`config.mk`:
```
export PLATFORM = sky130hd
export DESIGN_NAME = fetch_stage_flat
export DESIGN_NICKNAME = d
export VERILOG_FILES = /design/src/rtl/fetch_pkg.sv /design/src/rtl/fetch_if.sv /design/src/rtl/fetch_if_id_reg.sv /design/src/rtl/fetch_stage.sv /design/src/flat_wrapper.sv
export SDC_FILE = /design/constraint.sdc
export NUM_CORES = 1
export LEC_CHECK = 0
export CAP_MARGIN = 25
export CORE_UTILIZATION = 47
export DETAILED_ROUTE_END_ITERATION = 6
export MAX_ROUTING_LAYER = met4
export PLACE_DENSITY = 0.79
export SYNTH_ARGS = -nofsm -noshare
export SYNTH_HDL_FRONTEND = slang
export SYNTH_SLANG_ARGS = --single-unit
```
`constraint.sdc`:
```
create_clock -name clk -period 2.4 [get_ports clk]
set_input_delay 0.24 -clock clk [delete_from_list [all_inputs] [get_ports clk]]
set_output_delay 0.24 -clock clk [all_outputs]
set_load 0.02 [all_outputs]
```
`src/rtl/fetch_pkg.sv`:
```
// Shared types and constants for the instruction-fetch stage.
package fetch_pkg;

  typedef enum logic [1:0] {
    IDLE,
    WAIT,
    HELD
  } fetch_state_t;

  localparam logic [31:0] NOP_INSTR        = 32'h0000_0013;
  localparam logic [31:0] RESET_PC_DEFAULT = 32'h0000_0000;

endpackage

```
`src/rtl/fetch_if.sv`:
```
// Instruction-memory request/response handshake between fetch (master) and imem (slave).
interface fetch_if;

  logic        imem_req;
  logic [31:0] imem_addr;
  logic        imem_valid;
  logic [31:0] imem_rdata;

  modport master (
    output imem_req,
    output imem_addr,
    input  imem_valid,
    input  imem_rdata
  );

  modport slave (
    input  imem_req,
    input  imem_addr,
    output imem_valid,
    output imem_rdata
  );

endinterface

```
`src/rtl/fetch_if_id_reg.sv`:
```
// IF/ID pipeline register: bubble beats load; neither means hold.
module if_id_reg
  import fetch_pkg::*;
(
  input  logic        clk,
  input  logic        rst,
  input  logic        i_load,
  input  logic        i_bubble,
  input  logic [31:0] i_instr,
  input  logic [31:0] i_pc,
  input  logic [31:0] i_pcPlus4,
  output logic [31:0] o_instrD,
  output logic [31:0] o_pcD,
  output logic [31:0] o_pcPlus4D,
  output logic        o_validD
);

  logic [31:0] r_instr;
  logic [31:0] r_pc;
  logic [31:0] r_pcPlus4;
  logic        r_valid;

  // A bubble only replaces the instruction; PCD/PCPlus4D keep their last values.
  always_ff @(posedge clk) begin
    if (rst) begin
      r_instr   <= NOP_INSTR;
      r_valid   <= 1'b0;
      r_pc      <= 32'h0;
      r_pcPlus4 <= 32'h0;
    end else if (i_bubble) begin
      r_instr <= NOP_INSTR;
      r_valid <= 1'b0;
    end else if (i_load) begin
      r_instr   <= i_instr;
      r_pc      <= i_pc;
      r_pcPlus4 <= i_pcPlus4;
      r_valid   <= 1'b1;
    end
  end

  assign o_instrD   = r_instr;
  assign o_pcD      = r_pc;
  assign o_pcPlus4D = r_pcPlus4;
  assign o_validD   = r_valid;

endmodule

```
`src/rtl/fetch_stage.sv`:
```
// Instruction fetch: PCF, single-outstanding imem requests, one-entry hold buffer, redirects.
// Defining FETCH_PERF_CNT_EN adds o_fetch_cnt / o_bubble_cnt performance counters.
module fetch_stage
  import fetch_pkg::*;
#(
  parameter logic [31:0] RESET_PC = RESET_PC_DEFAULT
) (
  input  logic        clk,
  input  logic        rst,
  input  logic        i_StallF,
  input  logic        i_StallD,
  input  logic        i_FlushD,
  input  logic        i_PCSrcD,
  input  logic [31:0] i_PCBranchD,
  fetch_if.master     imem,
  output logic [31:0] o_InstrD,
  output logic [31:0] o_PCD,
  output logic [31:0] o_PCPlus4D,
  output logic        o_ValidD
`ifdef FETCH_PERF_CNT_EN
  ,
  output logic [31:0] o_fetch_cnt,
  output logic [31:0] o_bubble_cnt
`endif
);

  fetch_state_t r_state;
  logic [31:0]  r_pcF;
  logic [31:0]  r_holdBuf;
  logic         r_squash;

  logic         w_redirect;
  logic         w_accept;
  logic         w_req;
  logic         w_respValid;
  logic         w_newAvail;
  logic         w_load;
  logic         w_bubble;
  logic [31:0]  w_pcPlus4;
  logic [31:0]  w_newInstr;

  assign w_redirect  = i_PCSrcD & ~i_StallD;
  assign w_accept    = ~i_StallD & ~i_FlushD & ~w_redirect;
  assign w_pcPlus4   = r_pcF + 32'd4;
  assign w_req       = ~rst & (r_state == IDLE) & ~i_StallF & ~w_redirect;
  // A squashed response belongs to a pre-redirect PC and never reaches IF/ID.
  assign w_respValid = (r_state == WAIT) & imem.imem_valid & ~r_squash;
  assign w_newAvail  = w_respValid | (r_state == HELD);
  assign w_newInstr  = (r_state == HELD) ? r_holdBuf : imem.imem_rdata;
  assign w_load      = w_accept & w_newAvail;
  assign w_bubble    = i_FlushD | w_redirect | (~i_StallD & ~w_newAvail);

  assign imem.imem_req  = w_req;
  assign imem.imem_addr = r_pcF;

  always_ff @(posedge clk) begin
    if (rst) begin
      r_state   <= IDLE;
      r_pcF     <= RESET_PC;
      r_squash  <= 1'b0;
      r_holdBuf <= 32'h0;
    end else begin
      if (w_redirect) begin
        r_pcF <= i_PCBranchD;
      end else if (w_load) begin
        r_pcF <= w_pcPlus4;
      end
      case (r_state)
        IDLE: begin
          if (w_req) r_state <= WAIT;
        end
        WAIT: begin
          if (imem.imem_valid) begin
            r_squash <= 1'b0;
            if (w_respValid && i_StallD && !i_FlushD) begin
              r_holdBuf <= imem.imem_rdata;
              r_state   <= HELD;
            end else begin
              r_state <= IDLE;
            end
          end else if (w_redirect) begin
            // Keep waiting so the in-flight response drains before refetching.
            r_squash <= 1'b1;
          end
        end
        HELD: begin
          if (w_accept || i_FlushD || w_redirect) r_state <= IDLE;
        end
        default: r_state <= IDLE;
      endcase
    end
  end

  if_id_reg u_if_id (
    .clk        (clk),
    .rst        (rst),
    .i_load     (w_load),
    .i_bubble   (w_bubble),
    .i_instr    (w_newInstr),
    .i_pc       (r_pcF),
    .i_pcPlus4  (w_pcPlus4),
    .o_instrD   (o_InstrD),
    .o_pcD      (o_PCD),
    .o_pcPlus4D (o_PCPlus4D),
    .o_validD   (o_ValidD)
  );

`ifdef FETCH_PERF_CNT_EN
  logic [31:0] r_fetchCnt;
  logic [31:0] r_bubbleCnt;

  always_ff @(posedge clk) begin
    if (rst) begin
      r_fetchCnt  <= 32'h0;
      r_bubbleCnt <= 32'h0;
    end else begin
      if (w_load)   r_fetchCnt  <= r_fetchCnt + 32'd1;
      if (w_bubble) r_bubbleCnt <= r_bubbleCnt + 32'd1;
    end
  end

  assign o_fetch_cnt  = r_fetchCnt;
  assign o_bubble_cnt = r_bubbleCnt;
`endif

endmodule

```
`src/flat_wrapper.sv`:
```
// flat-port wrapper written by rule: the top's interface ports become plain ports
module fetch_stage_flat import fetch_pkg::*;
#(
  parameter logic [31:0] RESET_PC = RESET_PC_DEFAULT
)
  (clk, rst, i_StallF, i_StallD, i_FlushD, i_PCSrcD, i_PCBranchD, o_InstrD, o_PCD, o_PCPlus4D, o_ValidD, imem_imem_req, imem_imem_addr, imem_imem_valid, imem_imem_rdata);
  fetch_if imem_i ();
  input  logic clk;
  input  logic rst;
  input  logic i_StallF;
  input  logic i_StallD;
  input  logic i_FlushD;
  input  logic i_PCSrcD;
  input  logic [31:0] i_PCBranchD;
  output logic [31:0] o_InstrD;
  output logic [31:0] o_PCD;
  output logic [31:0] o_PCPlus4D;
  output logic o_ValidD;
  output wire logic [$bits(imem_i.imem_req)-1:0] imem_imem_req;
  output wire logic [$bits(imem_i.imem_addr)-1:0] imem_imem_addr;
  input wire logic [$bits(imem_i.imem_valid)-1:0] imem_imem_valid;
  input wire logic [$bits(imem_i.imem_rdata)-1:0] imem_imem_rdata;
  assign imem_imem_req = imem_i.imem_req;
  assign imem_imem_addr = imem_i.imem_addr;
  assign imem_i.imem_valid = imem_imem_valid;
  assign imem_i.imem_rdata = imem_imem_rdata;
  fetch_stage #(.RESET_PC(RESET_PC)) u_core (.clk(clk), .rst(rst), .i_StallF(i_StallF), .i_StallD(i_StallD), .i_FlushD(i_FlushD), .i_PCSrcD(i_PCSrcD), .i_PCBranchD(i_PCBranchD), .imem(imem_i), .o_InstrD(o_InstrD), .o_PCD(o_PCD), .o_PCPlus4D(o_PCPlus4D), .o_ValidD(o_ValidD));
endmodule
```
==> impl_results.rst <==
.. list-table::
   :header-rows: 1

   * - Metric
     - Value
   * - Clock tree from TritonCTS
     - yes
   * - Proportion of power drawn by combinational gates
     - 9.2%
   * - Gate count after technology mapping
     - 875
   * - Average via count per standard cell
     - 5.43
   * - Share of post-route cells with drive strength above 1
     - 8.58%
   * - Number of enable flip-flop cells after synthesis
     - 0
   * - Cell depth of the worst setup path
     - 3
   * - Maximum buffer depth of the clock tree
     - 2
   * - Overall die height
     - 123 um
   * - Max stage delay cell, worst path
     - clkdlybuf4s50_1
   * - Clock power frac
     - 44.5%
   * - Setup clock skew after layout
     - 0.00661 ns
   * - Detailed-routing iteration count for the pre-antenna-repair pass
     - 6
   * - Number of distinct library cells after synthesis
     - 44
   * - Worst R2R Setup Slack
     - 0.23 ns
   * - Ant. Diodes
     - 0
   * - Number of buffers added for setup after CTS
     - 0
   * - Category of the worst setup path capture point
     - primary output
   * - Kind of launch point of the worst setup path
     - flip-flop
   * - Starting utilization of the core area
     - 49.1%
   * - Wire length of the first global-routing pass
     - 31100 um
   * - Highest clock rate
     - 445 MHz
   * - Htree depth
     - 4
   * - Main combinational cell family by area after synthesis
     - simple AND/OR/NAND/NOR gates
   * - Post-detail-place hpwl
     - 13200 um
   * - Drc violations
     - 0
   * - Overflow left after global routing
     - 0
   * - Post-cts gate resize count
     - 0
   * - Net count after synthesis
     - 947
   * - Filler cells
     - 1178
   * - Simple-gate share of the synthesized area
     - 25.1%
   * - P_leak
     - 3.27 nW
   * - Max Slew Vio Count
     - 0
   * - Setup TNS Final
     - 0 ns
   * - Status
     - finished clean
   * - Final weighted congestion in routability-driven placement
     - 0.824
   * - Switching portion of total power
     - 23.2%
   * - Storage element area
     - 3240 sq um
   * - Number of warnings reported in the yosys synthesis log
     - 0
   * - Critical Path, Cell by Cell
     - or3_1, nor3_1, clkdlybuf4s50_1
   * - Sink Count
     - 162
   * - End point of the critical path
     - imem_imem_req
   * - Detailed Route WL
     - 19500 um
   * - Tmin final
     - 2.25 ns
   * - Actual slew at the worst max-slew pin
     - 0.746 ns
   * - Cell depth of the worst flop-to-flop path
     - 7
   * - Global routing usage summed across all routing layers
     - 27.1%
   * - Antenna violations before repair
     - 0
   * - Post-layout power
     - 6.01 mW
   * - Worst path arrival time
     - 2.01 ns
   * - Count of routing violations after the opening detailed-route iteration
     - 538
   * - CP startpoint
     - u_core.r_state[1]$_SDFFE_PP0P_
   * - Buf/Inv on CP
     - 1
   * - Antenna Nets Post-Route
     - 0
   * - Root buffer cell
     - clkbuf_16
   * - Vias
     - 6804
   * - Internal power
     - 4.61 mW
   * - Cell area after placement
     - 9230 sq um
   * - Largest net degree at the start of global routing
     - 75
   * - Count of boundary I/O pins
     - 201
   * - Area share of xor/xnor cells in the synthesized design
     - 4.94%
   * - Crit-path leading delay family
     - buffers and inverters
   * - Compound-cell area share of the yosys netlist
     - 17.7%
   * - Sequential power share
     - 46.4%
   * - Largest fanout on the critical path
     - 6
   * - Area occupied by multi-input gates
     - 3350 sq um
   * - Placement Setup Slack
     - 0.224 ns
   * - Latest clock arrival within the worst-skew pair
     - 0.43 ns
   * - Crit share post-route
     - 93.6%
   * - Wirelength per Cell
     - 15.5 um
   * - Worst vdd rail ir drop
     - 0.000475 V
   * - Switching power
     - 1.40 mW
   * - Die area
     - 15200 sq um
   * - Number of global-route vias before repair
     - 6180
   * - Proportion of synthesized chip area in sequential cells
     - 46.9%
   * - Synth-to-layout area growth
     - 41.8%
   * - Worst Setup Slack, final
     - 0.154 ns
   * - Syn Area/Cell
     - 7.90 sq um
   * - Number of buffers inserted during clock tree synthesis
     - 17
   * - Ratio of total power to cell area
     - 612 nW/um^2
   * - Placeable core area
     - 14100 sq um
   * - Cell area after synthesis
     - 6910 sq um
   * - Post-cts hold buffer count
     - 0
   * - Adder-cell share of the synthesized area
     - 0.181%
   * - Headroom to the max-slew limit
     - 50.3%
   * - Final Hold Violating Endpoints
     - 0
   * - Core Rows
     - 43
   * - Share of cell area taken by muxes after synthesis
     - 0.163%
   * - Die Wd
     - 123 um
   * - Number of buffer cells added on primary ports
     - 200
   * - Number of nets at the end of the flow
     - 1131
   * - Number of setup violations in the final report
     - 0
   * - Reg-to-Reg End
     - u_core.imem.imem_addr[24]$_SDFFE_PP0P_
   * - Class of the most critical setup path
     - flip-flop to primary output
   * - MaxCap Viol Count
     - 0
   * - Launch instance of the worst register-to-register path
     - u_core.imem.imem_addr[3]$_SDFFE_PP0P_
   * - Slowest Stage Delay on Critical Path
     - 0.66 ns
   * - Flip-flop cell with the highest count after synthesis
     - dfxtp_1
   * - Synth Register Bits
     - 162
   * - Hold WC Path Type
     - input pin to flip-flop
   * - Design area
     - 9810 sq um
   * - Crit path required time
     - 2.16 ns
   * - Clock-pin transition on the worst setup and hold timing paths
     - 0.06 ns
   * - Share of synthesized flip-flops with an asynchronous set or reset
     - 0%
   * - Setup repair after global routing missed its margin
     - false
==> logic make-up (layout without fill, tap and decap cells) <==
family | count (synthesis) | count (layout)
and+or+nand+nor | 394 | 394
AOI/OAI and AO/OA | 193 | 193
DFF | 162 | 162
buffers and inverters | 85 | 282
xor gates and xnor gates | 39 | 39
adders and majority gates | 1 | 1
muxes | 1 | 1
==> worst register-to-register path: cells and delay by family (launching register included) <==
kind	cells	cell delay, ns
flops	1	0.35
buf+inv	1	0.23
compound gates	1	0.21
fa+ha+maj	1	0.25
simple gates	3	0.95
xor+xnor	1	0.10
==> registers in the layout, indices dropped and copies added, names as in the netlist <==
register and flops:
u_core.r_squash 1, u_core.u_if_id.o_pcPlus4D 30, u_core.imem.imem_addr 32, u_core.r_holdBuf 32, u_core.u_if_id.o_validD 1, u_core.u_if_id.o_instrD 32, u_core.u_if_id.o_pcD 32, u_core.r_state 2
==> synthesized netlist by cell type, types with 14 or more instances <==
library cell / instances / area share [%]
xnor2_1: 17 / 2.2
nor3_1: 16 / 1.2
xor2_1: 22 / 2.8
dfxtp_1: 162 / 47
nand3_1: 19 / 1.4
o21ai_0: 15 / 1.1
a311oi_1: 32 / 4.1
nand2_1: 208 / 11
nor2_1: 93 / 5.0
clkbuf_1: 58 / 3.1
a21oi_1: 91 / 6.6
nand4_1: 14 / 1.3
a211oi_1: 38 / 4.1
==> stage by stage <==
stage / util (%) / std cells / hold WS, ns
after floorplan: - / 875 / 0.337
after global placement: 65.5 / 1220 / 0.442
after detailed placement: 65.5 / 1220 / 0.447
after CTS: 69.6 / 1252 / 0.367
after global routing: 69.6 / 1252 / 0.379
final: 69.6 / 1252 / 0.376
==> worst min-delay path by stage <==
stage | start | end | slack (ns) | depth (start not counted)
2_1_floorplan | imem_imem_valid | u_core.r_squash$_SDFFE_PP0P_ | 0.34 | 1
3_3_place_gp | u_core.r_holdBuf[9]$_SDFFE_PP0P_ | u_core.r_holdBuf[9]$_SDFFE_PP0P_ | 0.44 | 2
3_5_place_dp | u_core.u_if_id.o_pcD[4]$_SDFFE_PP0P_ | u_core.u_if_id.o_pcD[4]$_SDFFE_PP0P_ | 0.45 | 2
4_1_cts | i_PCBranchD[0] | u_core.imem.imem_addr[0]$_SDFFE_PP0P_ | 0.37 | 3
5_1_grt | i_PCBranchD[1] | u_core.imem.imem_addr[1]$_SDFFE_PP0P_ | 0.38 | 3
6_report | i_PCBranchD[0] | u_core.imem.imem_addr[0]$_SDFFE_PP0P_ | 0.38 | 3
==> power by group through the flow <==
stage          Sequential [mW]  Clock, mW  Combinational [mW]
6_report                  2.78       2.67               0.550
5_1_grt                   2.79       2.84               0.593
4_1_cts                   2.78       2.70               0.550
3_5_place_dp              2.84          0               0.547
3_3_place_gp              2.84          0               0.544
2_1_floorplan             2.88          0               0.207
==> metal layers <==
| metal | share of wire, % | routed length, um | GRT usage (%) | up-vias |
|---|---|---|---|---|
| met5 | 0 | 0 | - | - |
| met4 | 2.2 | 429 | 10.8 | 0 |
| met3 | 7.3 | 1420 | 6.27 | 37 |
| met2 | 47 | 9160 | 41.9 | 242 |
| li1 | - | - | - | 3387 |
| met1 | 43 | 8450 | 34.0 | 3138 |
==> cell usage in the layout, fill, tap and decap left out, drive strengths merged, types with 4 or more instances in the layout <==
master	instances
nand4	15
nand2b	5
nand2	208
a211oi	39
clkdlybuf4s50	199
xor2	22
clkbuf	21
a31oi	4
buf	46
dfxtp	162
xnor2	17
and3	8
nor4	5
nor3	17
a21oi	91
nand3	20
or3	6
inv	5
clkinv	7
o21ai	17
nor2	93
a311oi	32
==> layout make-up <==
type                    instances  area share, %
clock buffers                  21           4.80
clock inverters                11           1.12
inverters                       5          0.191
multi-input cells             628           34.2
flip-flops and latches        162           33.1
well taps                     180           2.30
repair buffers                245           24.3
Note: power is estimated with default switching activity, not from simulation.
